**config.mk**
```make
export PLATFORM = sky130hd
export DESIGN_NAME = muxn_rr_reg
export DESIGN_NICKNAME = d
export VERILOG_FILES = /design/src/rtl/muxn_rr_reg.sv
export SDC_FILE = /design/constraint.sdc
export NUM_CORES = 1
export LEC_CHECK = 0
export CAP_MARGIN = 25
export CORE_MARGIN = 2
export CORE_UTILIZATION = 44
export CTS_BUF_LIST = sky130_fd_sc_hd__clkbuf_8
export DETAILED_ROUTE_END_ITERATION = 10
export GPL_TIMING_DRIVEN = 0
export PLACE_DENSITY = 0.88
export SETUP_SLACK_MARGIN = 0.2
export SKIP_CTS_REPAIR_TIMING = 1
export SLEW_MARGIN = 5
export SYNTH_ARGS = -nofsm -noshare
export SYNTH_HDL_FRONTEND = slang
export SYNTH_HIERARCHICAL = 1
export SYNTH_SLANG_ARGS = --single-unit
```
**constraint.sdc**
```tcl
create_clock -name clk -period 4.7 [get_ports clk]
set_input_delay 0.94 -clock clk [delete_from_list [all_inputs] [get_ports clk]]
set_output_delay 0.94 -clock clk [all_outputs]
set_load 0.05 [all_outputs]
```
**src/rtl/muxn_rr_reg.sv**
```systemverilog
// muxn_rr_reg: N:1, WIDTH-bit multiplexer with valid/ready handshake and one
// registered output stage. The select is either manual (sel) or round-robin
// over the requesting channels.
// Optional build macro MUXN_RR_XFER_CNT_EN adds a saturating 16-bit counter of
// output handshakes on port xfer_cnt.

// Per-channel slice: qualifies the grant into this channel's ready bit and
// masks its data so the output can be formed by a plain OR across channels.
// Data from a channel that is not granted is forced to zero, so X or garbage
// on an unselected channel never reaches the output register.
module muxn_rr_lane #(
  parameter int WIDTH = 8,
  parameter int SEL_W = 2,
  parameter int LANE  = 0
) (
  input  logic             gnt_vld,
  input  logic [SEL_W-1:0] gnt_idx,
  input  logic             load_en,
  input  logic             rst_n,
  input  logic [WIDTH-1:0] data_i,
  output logic             ready_o,
  output logic [WIDTH-1:0] data_o
);
  logic hit;
  assign hit     = gnt_vld && (gnt_idx == SEL_W'(LANE));
  assign ready_o = hit && load_en && rst_n;
  assign data_o  = hit ? data_i : '0;
endmodule

module muxn_rr_reg #(
  parameter int WIDTH  = 8,
  parameter int NUM_IN = 4
) (
  input  logic                      clk,
  input  logic                      rst_n,
  input  logic                      mode,
  input  logic [$clog2(NUM_IN)-1:0] sel,
  input  logic [NUM_IN*WIDTH-1:0]   in_data,
  input  logic [NUM_IN-1:0]         in_valid,
  output logic [NUM_IN-1:0]         in_ready,
  output logic [WIDTH-1:0]          out_data,
  output logic [$clog2(NUM_IN)-1:0] out_src,
  output logic                      out_valid,
  input  logic                      out_ready
`ifdef MUXN_RR_XFER_CNT_EN
  ,
  output logic [15:0]               xfer_cnt
`endif
);
  localparam int SEL_W = $clog2(NUM_IN);

  // Output stage occupancy
  localparam logic [0:0] EMPTY = 1'b0;
  localparam logic [0:0] FULL  = 1'b1;

  logic [0:0]       state_q, state_d;
  logic [WIDTH-1:0] data_q,  data_d;
  logic [SEL_W-1:0] src_q,   src_d;
  logic [SEL_W-1:0] ptr_q,   ptr_d;

  logic [NUM_IN-1:0][WIDTH-1:0] in_arr;
  logic [NUM_IN-1:0][WIDTH-1:0] lane_data;
  logic [WIDTH-1:0]             sel_data;
  logic                         gnt_vld;
  logic [SEL_W-1:0]             gnt_idx;
  logic                         load_en;
  logic                         xfer;
  int                           rr_idx;

  assign in_arr  = in_data;
  // Stage can take a beat when empty, or when the held beat leaves this edge.
  assign load_en = (state_q == EMPTY) || out_ready;
  assign xfer    = gnt_vld && load_en;

  // Grant selection: manual index, or first requester at/after ptr with wrap.
  always_comb begin
    gnt_vld = 1'b0;
    gnt_idx = '0;
    rr_idx  = 0;
    if (!mode) begin
      // An out-of-range sel matches no channel, so it never grants.
      for (int i = 0; i < NUM_IN; i++) begin
        if (sel == SEL_W'(i) && in_valid[i]) begin
          gnt_vld = 1'b1;
          gnt_idx = SEL_W'(i);
        end
      end
    end else begin
      // Walk offsets from farthest to nearest so the nearest requester wins.
      for (int k = NUM_IN - 1; k >= 0; k--) begin
        rr_idx = int'(ptr_q) + k;
        if (rr_idx >= NUM_IN) rr_idx = rr_idx - NUM_IN;
        if (in_valid[SEL_W'(rr_idx)]) begin
          gnt_vld = 1'b1;
          gnt_idx = SEL_W'(rr_idx);
        end
      end
    end
  end

  for (genvar g = 0; g < NUM_IN; g++) begin : g_lane
    muxn_rr_lane #(
      .WIDTH (WIDTH),
      .SEL_W (SEL_W),
      .LANE  (g)
    ) u_lane (
      .gnt_vld (gnt_vld),
      .gnt_idx (gnt_idx),
      .load_en (load_en),
      .rst_n   (rst_n),
      .data_i  (in_arr[g]),
      .ready_o (in_ready[g]),
      .data_o  (lane_data[g])
    );
  end

  // AND-OR data mux: at most one lane contributes non-zero data.
  always_comb begin
    sel_data = '0;
    for (int i = 0; i < NUM_IN; i++) sel_data = sel_data | lane_data[i];
  end

  // Next state of the output stage and the round-robin pointer.
  always_comb begin
    state_d = state_q;
    data_d  = data_q;
    src_d   = src_q;
    ptr_d   = ptr_q;
    if (xfer) begin
      state_d = FULL;
      data_d  = sel_data;
      src_d   = gnt_idx;
      // Only round-robin transfers move the pointer; manual ones leave it.
      if (mode) ptr_d = (gnt_idx == SEL_W'(NUM_IN - 1)) ? '0 : gnt_idx + SEL_W'(1);
    end else if (state_q == FULL && out_ready) begin
      state_d = EMPTY;
    end
  end

  // Output register and pointer; reset discards any held beat.
  always_ff @(posedge clk or negedge rst_n) begin
    if (!rst_n) begin
      state_q <= EMPTY;
      data_q  <= '0;
      src_q   <= '0;
      ptr_q   <= '0;
    end else begin
      state_q <= state_d;
      data_q  <= data_d;
      src_q   <= src_d;
      ptr_q   <= ptr_d;
    end
  end

  assign out_valid = (state_q == FULL);
  assign out_data  = data_q;
  assign out_src   = src_q;

`ifdef MUXN_RR_XFER_CNT_EN
  logic [15:0] cnt_q, cnt_d;

  // Saturating count of beats accepted downstream.
  always_comb begin
    cnt_d = cnt_q;
    if (out_valid && out_ready && cnt_q != 16'hFFFF) cnt_d = cnt_q + 16'd1;
  end

  // Counter register.
  always_ff @(posedge clk or negedge rst_n) begin
    if (!rst_n) cnt_q <= '0;
    else        cnt_q <= cnt_d;
  end

  assign xfer_cnt = cnt_q;
`endif
endmodule
```
; After elaboration in Yosys (flattened, before gate mapping)
; Cells that the tools add are included.
[word_totals]
regBits = 13
input_bits = 42
output_inout_bits = 15
elab_cells = 97
[classes]
addsub = 8
magnitude_cmp = 8
n_eq_ne = 6
mux = 44
n_bitwise = 4
n_reduce_logical = 23
[op_table]
columns = operator, count
row1 = 2-bit two-way mux, 16
row2 = 8-bit two-way mux, 4
row3 = 8-bit bitwise OR, 3
row4 = 1-bit two-way mux, 20
row5 = 1-bit logical AND, 18
row6 = "2-bit by 4-bit < comparator with 1-bit output, second input constant", 4
row7 = "3-bit greater-or-equal comparator, second input constant", 3
row8 = 1-bit binary-select mux with 2-bit select, 4
row9 = "2-bit equality test, second input constant", 4
row10 = "2-bit by 1-bit subtractor with 2-bit output, second input constant", 4
row11 = "2-bit by 2-bit adder with 3-bit output, second input constant", 2
row12 = "2-bit by 1-bit equality test with 1-bit output, second input constant", 2
row13 = 2-bit logical NOT, 2
row14 = "2-bit by 1-bit adder with 3-bit output, second input constant", 1
row15 = "2-bit by 3-bit greater-or-equal comparator with 1-bit output, second input constant", 1
row16 = "2-bit by 1-bit adder with 2-bit output, second input constant", 1
row17 = 2-bit AND reduction, 1
row18 = 2-bit nonzero test, 1
row19 = 1-bit logical OR, 1
row20 = 1-bit NOT, 1

; Depth between registers and ports, before layout
[depth]
ltp_word = 18
ltp_mapped = 9
depth_no_buf = 8

; By module
; The synthesis kept the hierarchy.
[modules_own_cells]
columns = mod, n_inst, cells_per_inst, area_each_um2, seq_area_each_um2
row1 = muxn_rr_reg, 1, 74, 773.2, 325.3
row2 = muxn_rr_lane at g_lane[1].u_lane ..., 2, 11, 83.8, 0.0
row3 = muxn_rr_lane at g_lane[0].u_lane, 1, 10, 85.1, 0.0
row4 = muxn_rr_lane at g_lane[3].u_lane, 1, 11, 81.3, 0.0

; Worst setup path after synthesis
; Ideal clock, no wire load.
[synth_timing]
path_type = input -> output
startpoint = input port in_valid[0]
endpoint = output port in_ready[3]
arrival_ns = 2.591
required_ns = 3.760
setup_slack_ns = 1.169
path_stages = 6
path_cell_list = maj3_1 > o221a_2 > nor2_1 > and3_1 > buf_6 > and3_1
[synth_between]
elab_chain_len = 12
elab_cells_between_ends = 31
cone_classes = eq/ne (1) / mux (26) / reduce/logical (4)
[synth_rtl]
columns = item, line_no
row1 = from (decl), 39  ; input logic [NUM_IN-1:0] in_valid,
row2 = 1-bit binary-select mux with 2-bit select, 93  ; if (in_valid[SEL_W'(rr_idx)]) begin
row3 = 1-bit two-way mux (implied by the code) (2 in a row), 93
row4 = 2-bit two-way mux (3 in a row), 93
row5 = 2-bit two-way mux *, 93
row6 = 2-bit two-way mux *, 80  ; if (!mode) begin
row7 = via gnt_idx[1], 65  ; logic [SEL_W-1:0] gnt_idx;
row8 = 2-bit equality test *, 25  ; assign hit = gnt_vld && (gnt_idx == SEL_W'(LANE));
row9 = 1-bit logical AND *, 25
row10 = 1-bit logical AND * (2 in a row), 26  ; assign ready_o = hit && load_en && rst_n;
row11 = to (decl), 40  ; output logic [NUM_IN-1:0] in_ready,
; The timed path passes the listed nets; every way through them passes the cells marked *. The select of a mux whose other input is x is not followed.

; Final worst setup path
[layout_timing]
startpoint = input port in_valid[0]
endpoint = output port in_ready[2]
; Same word-level chain as after synthesis.

==> out/metrics.csv <==
stage;metric;value;unit
outcome;outcome;complete, no violations;
worst_setup_path;crit end category;output port;
place;post-detail-place hpwl;2553;µm
timing;Slew Limit Fails;0;
cells_and_area;Reg area;325.3;µm²
yosys;Post-Synthesis Cells;117;
clocking;root buf cell;clkbuf_8;
cells_and_area;layout cell share with drive strength beyond 1;0.2994;
run;number of max-cap violations;0;
routing;wire length per cell;15.59;µm
yosys;most frequent cell after synthesis;and2_2;
worst_setup_path;Req. time, crit path;3.76;ns
yosys;Net Count, Synth;159;
yosys;Ys Warns;6;
routing;vias per inst;5.237;
floorplanning;I/O pin cnt;57;
cells_and_area;final instance area;1764;µm²
global_route;largest net degree at the start of global routing;18;
yosys;top post-synthesis cells by count;and2_2 (26), dfrtp_1 (13), nor2_1 (9), nor4_1 (8);
global_route;vias in the first global route;1038;
timing;fmax;0.2297;GHz
global_route;GRT Util Overall;0.2285;
routing;DRT iter0 DRCs;9;
timing;Slew @ Worst Pin;0.6813;ns
routing;DRT Pass-1 Iters;4;
yosys;Mean Syn Cell Area;9.464;µm²
timing;unrepaired setup endpoints after global routing;false;
hold_path;Hold Crit Class;reg -> reg;
global_route;global-route wire length before repair;4623;µm
worst_setup_path;kind of critical path;in -> out;
floorplanning;total core area;2432;µm²
timing;Setup Skew;0.001403;ns
global_route;antenna violations before repair;0;
cells_and_area;post-route core utilization;0.7253;
floorplanning;Die Y;54.17;µm
yosys;post-synth top area share;0.2938;
clocking;Clock Latency Late Sink;0.24;ns
timing;crit share post-route;0.9264;
yosys;synthesized cell area;1107;µm²
routing;drt total wl;3227;µm
routing;Remaining DRCs;0;
timing;Final Hold Vio Count;0;
yosys;FF+latch count, synth;13;
worst_setup_path;Worst setup SP type;primary input;
cells_and_area;Layout area overhead;59.32;%
timing;WHS;0.5214;ns
worst_setup_path;Worst EP arrival;3.41;ns
yosys;Yosys cell types;30;
yosys;top post-synthesis cells by area;dfrtp_1 (29%), and2_2 (18%), buf_6 (5.1%), nor4_1 (4.5%), a21oi_2 (4.0%);
cells_and_area;Fill cells;190;
floorplanning;row count;18;
yosys;Main synth FF type;dfrtp_1;
yosys;area leader, netlist;dfrtp_1;
routing;total number of vias;1084;
clocking;CTS tree;built;
place;Port Buffers;56;
routing;ANT nets after route;0;
timing;Setup-failing EPs final;0;
timing;fin crit period;4.354;ns
floorplanning;Die Footprint;2934;µm²
clocking;CTS buffer count;3;
clocking;clk slew on worst S/H paths;0.06;ns
global_route;Congestion Overflow GR;0;
floorplanning;Die X;54.17;µm
cells_and_area;nets;220;
power_and_ir_drop;IR drop worst, VDD;0.2291;mV
clocking;clock sinks;13;
cells_and_area;Multi-input gate area;718.2;µm²
floorplanning;initial core utilization;0.4552;
power_and_ir_drop;leakage power;0.8066;nW
yosys;Async SR Flop Fraction;1.000;
clocking;H-tree levels;1;
place;routability cong.;0.7811;
power_and_ir_drop;power density over cell area;363.3;nW/µm²
cells_and_area;Inserted Diodes;0;
yosys;Post-synth EDFFs;0;
place;placed inst area;1705;µm²
timing;Max-slew headroom;0.5444;
yosys;register area share after synthesis;0.2938;
clocking;CTS Buffer Depth;2;
worst_setup_path;Crit Path Max Fanout;9;
critical path, cell delays in order:
cell	delay [ns]
clkdlybuf4s50_1	0.50
maj3_1	0.37
o221a_2	0.29
nor2_1	0.32
and3b_1	0.26
buf_6	0.13
and3_1	0.15
dlymetal6s2s_1	0.43
power by group:
part	switching [mW]	internal (mW)	total, mW
clock network	0.0422	0.0578	0.100
logic	0.205	0.166	0.371
registers	0.0255	0.145	0.170
cells by family (layout without fill, tap and decap cells):
kind of cell,Yosys count,count (layout),synth area share
compound gates,17,17,0.1073
mux,8,8,0.1073
xor+xnor,1,1,0.007911
flops,13,13,0.2938
buf+inv,8,68,0.06101
fa+ha+maj,1,1,0.009040
simple gates,69,69,0.4136
through the flow:
stage	std cells	TNS [ns]	power, mW	setup slack, ns
floorplan	117	0	0.4114	1.169
global placement	203	0	0.5312	0.07383
detailed placement	203	-0.05965	0.5430	-0.02113
CTS	207	-0.07946	0.6449	-0.04190
global route	207	0	0.6744	0.2238
finish	207	0	0.6410	0.3459
layout make-up:
type | instances | area share
multi-input combinational | 96 | 0.4071
timing repair buffer | 56 | 0.3234
sequential | 13 | 0.1844
buffer | 5 | 0.03191
clock buffer | 3 | 0.02340
tap | 30 | 0.02128
inverter | 3 | 0.006383
clock inverter | 1 | 0.002128
registers in the layout (all words and copies together) (netlist names):
| name | count |
|---|---|
| out_valid | 1 |
| out_src | 2 |
| ptr_q | 2 |
| out_data | 8 |
cell usage in the layout, fill, tap and decap left out:
master / netlist / routed
a21boi_0: 2 / 2
a21oi_1: 6 / 6
a21oi_2: 5 / 5
and2_1: 6 / 6
and2_2: 26 / 26
and3_1: 5 / 5
and3b_1: 2 / 2
buf_6: 5 / 5
clkbuf_8: 0 / 3
clkdlybuf4s50_1: 0 / 52
dfrtp_1: 13 / 13
dlymetal6s2s_1: 0 / 4
inv_1: 3 / 4
maj3_1: 1 / 1
mux2_2: 3 / 3
mux2_4: 2 / 2
mux2i_2: 0 / 1
mux2i_4: 1 / 1
mux4_2: 1 / 1
nand2_1: 3 / 3
nand2b_1: 3 / 3
nand3_1: 1 / 1
nor2_1: 9 / 9
nor2_2: 2 / 2
nor2b_1: 1 / 1
nor2b_2: 1 / 1
nor3b_4: 1 / 1
nor4_1: 8 / 8
o21ai_0: 2 / 2
o221a_2: 1 / 1
o221ai_1: 1 / 1
or4_4: 1 / 1
xnor2_1: 1 / 1
final timing paths:
kind / start / to / slack, ns / depth (start not counted)
min in group asynchronous: rst_n / out_data[6]$_DFFE_PN0P_ / 1.11 / 1
hold reg to reg: out_src[0]$_DFFE_PN0P_ / out_src[0]$_DFFE_PN0P_ / 0.52 / 1
setup reg to reg: ptr_q[0]$_DFFE_PN0P_ / out_data[3]$_DFFE_PN0P_ / 2.08 / 9
hold / removal: out_src[0]$_DFFE_PN0P_ / out_src[0]$_DFFE_PN0P_ / 0.52 / 1
setup / recovery: in_valid[0] / in_ready[2] / 0.35 / 8
max in group asynchronous: rst_n / out_data[0]$_DFFE_PN0P_ / 3.16 / 1
metal layers:
metal  part of all wire  track usage  vias to the layer above
li1                   -            -                      525
met1               0.38       0.2298                      501
met2               0.50       0.4357                       54
met3               0.11      0.05833                        4
met4             0.0090      0.09583                        0
met5                  0            0                        -
No activity file was read; power rests on OpenSTA's default activity.
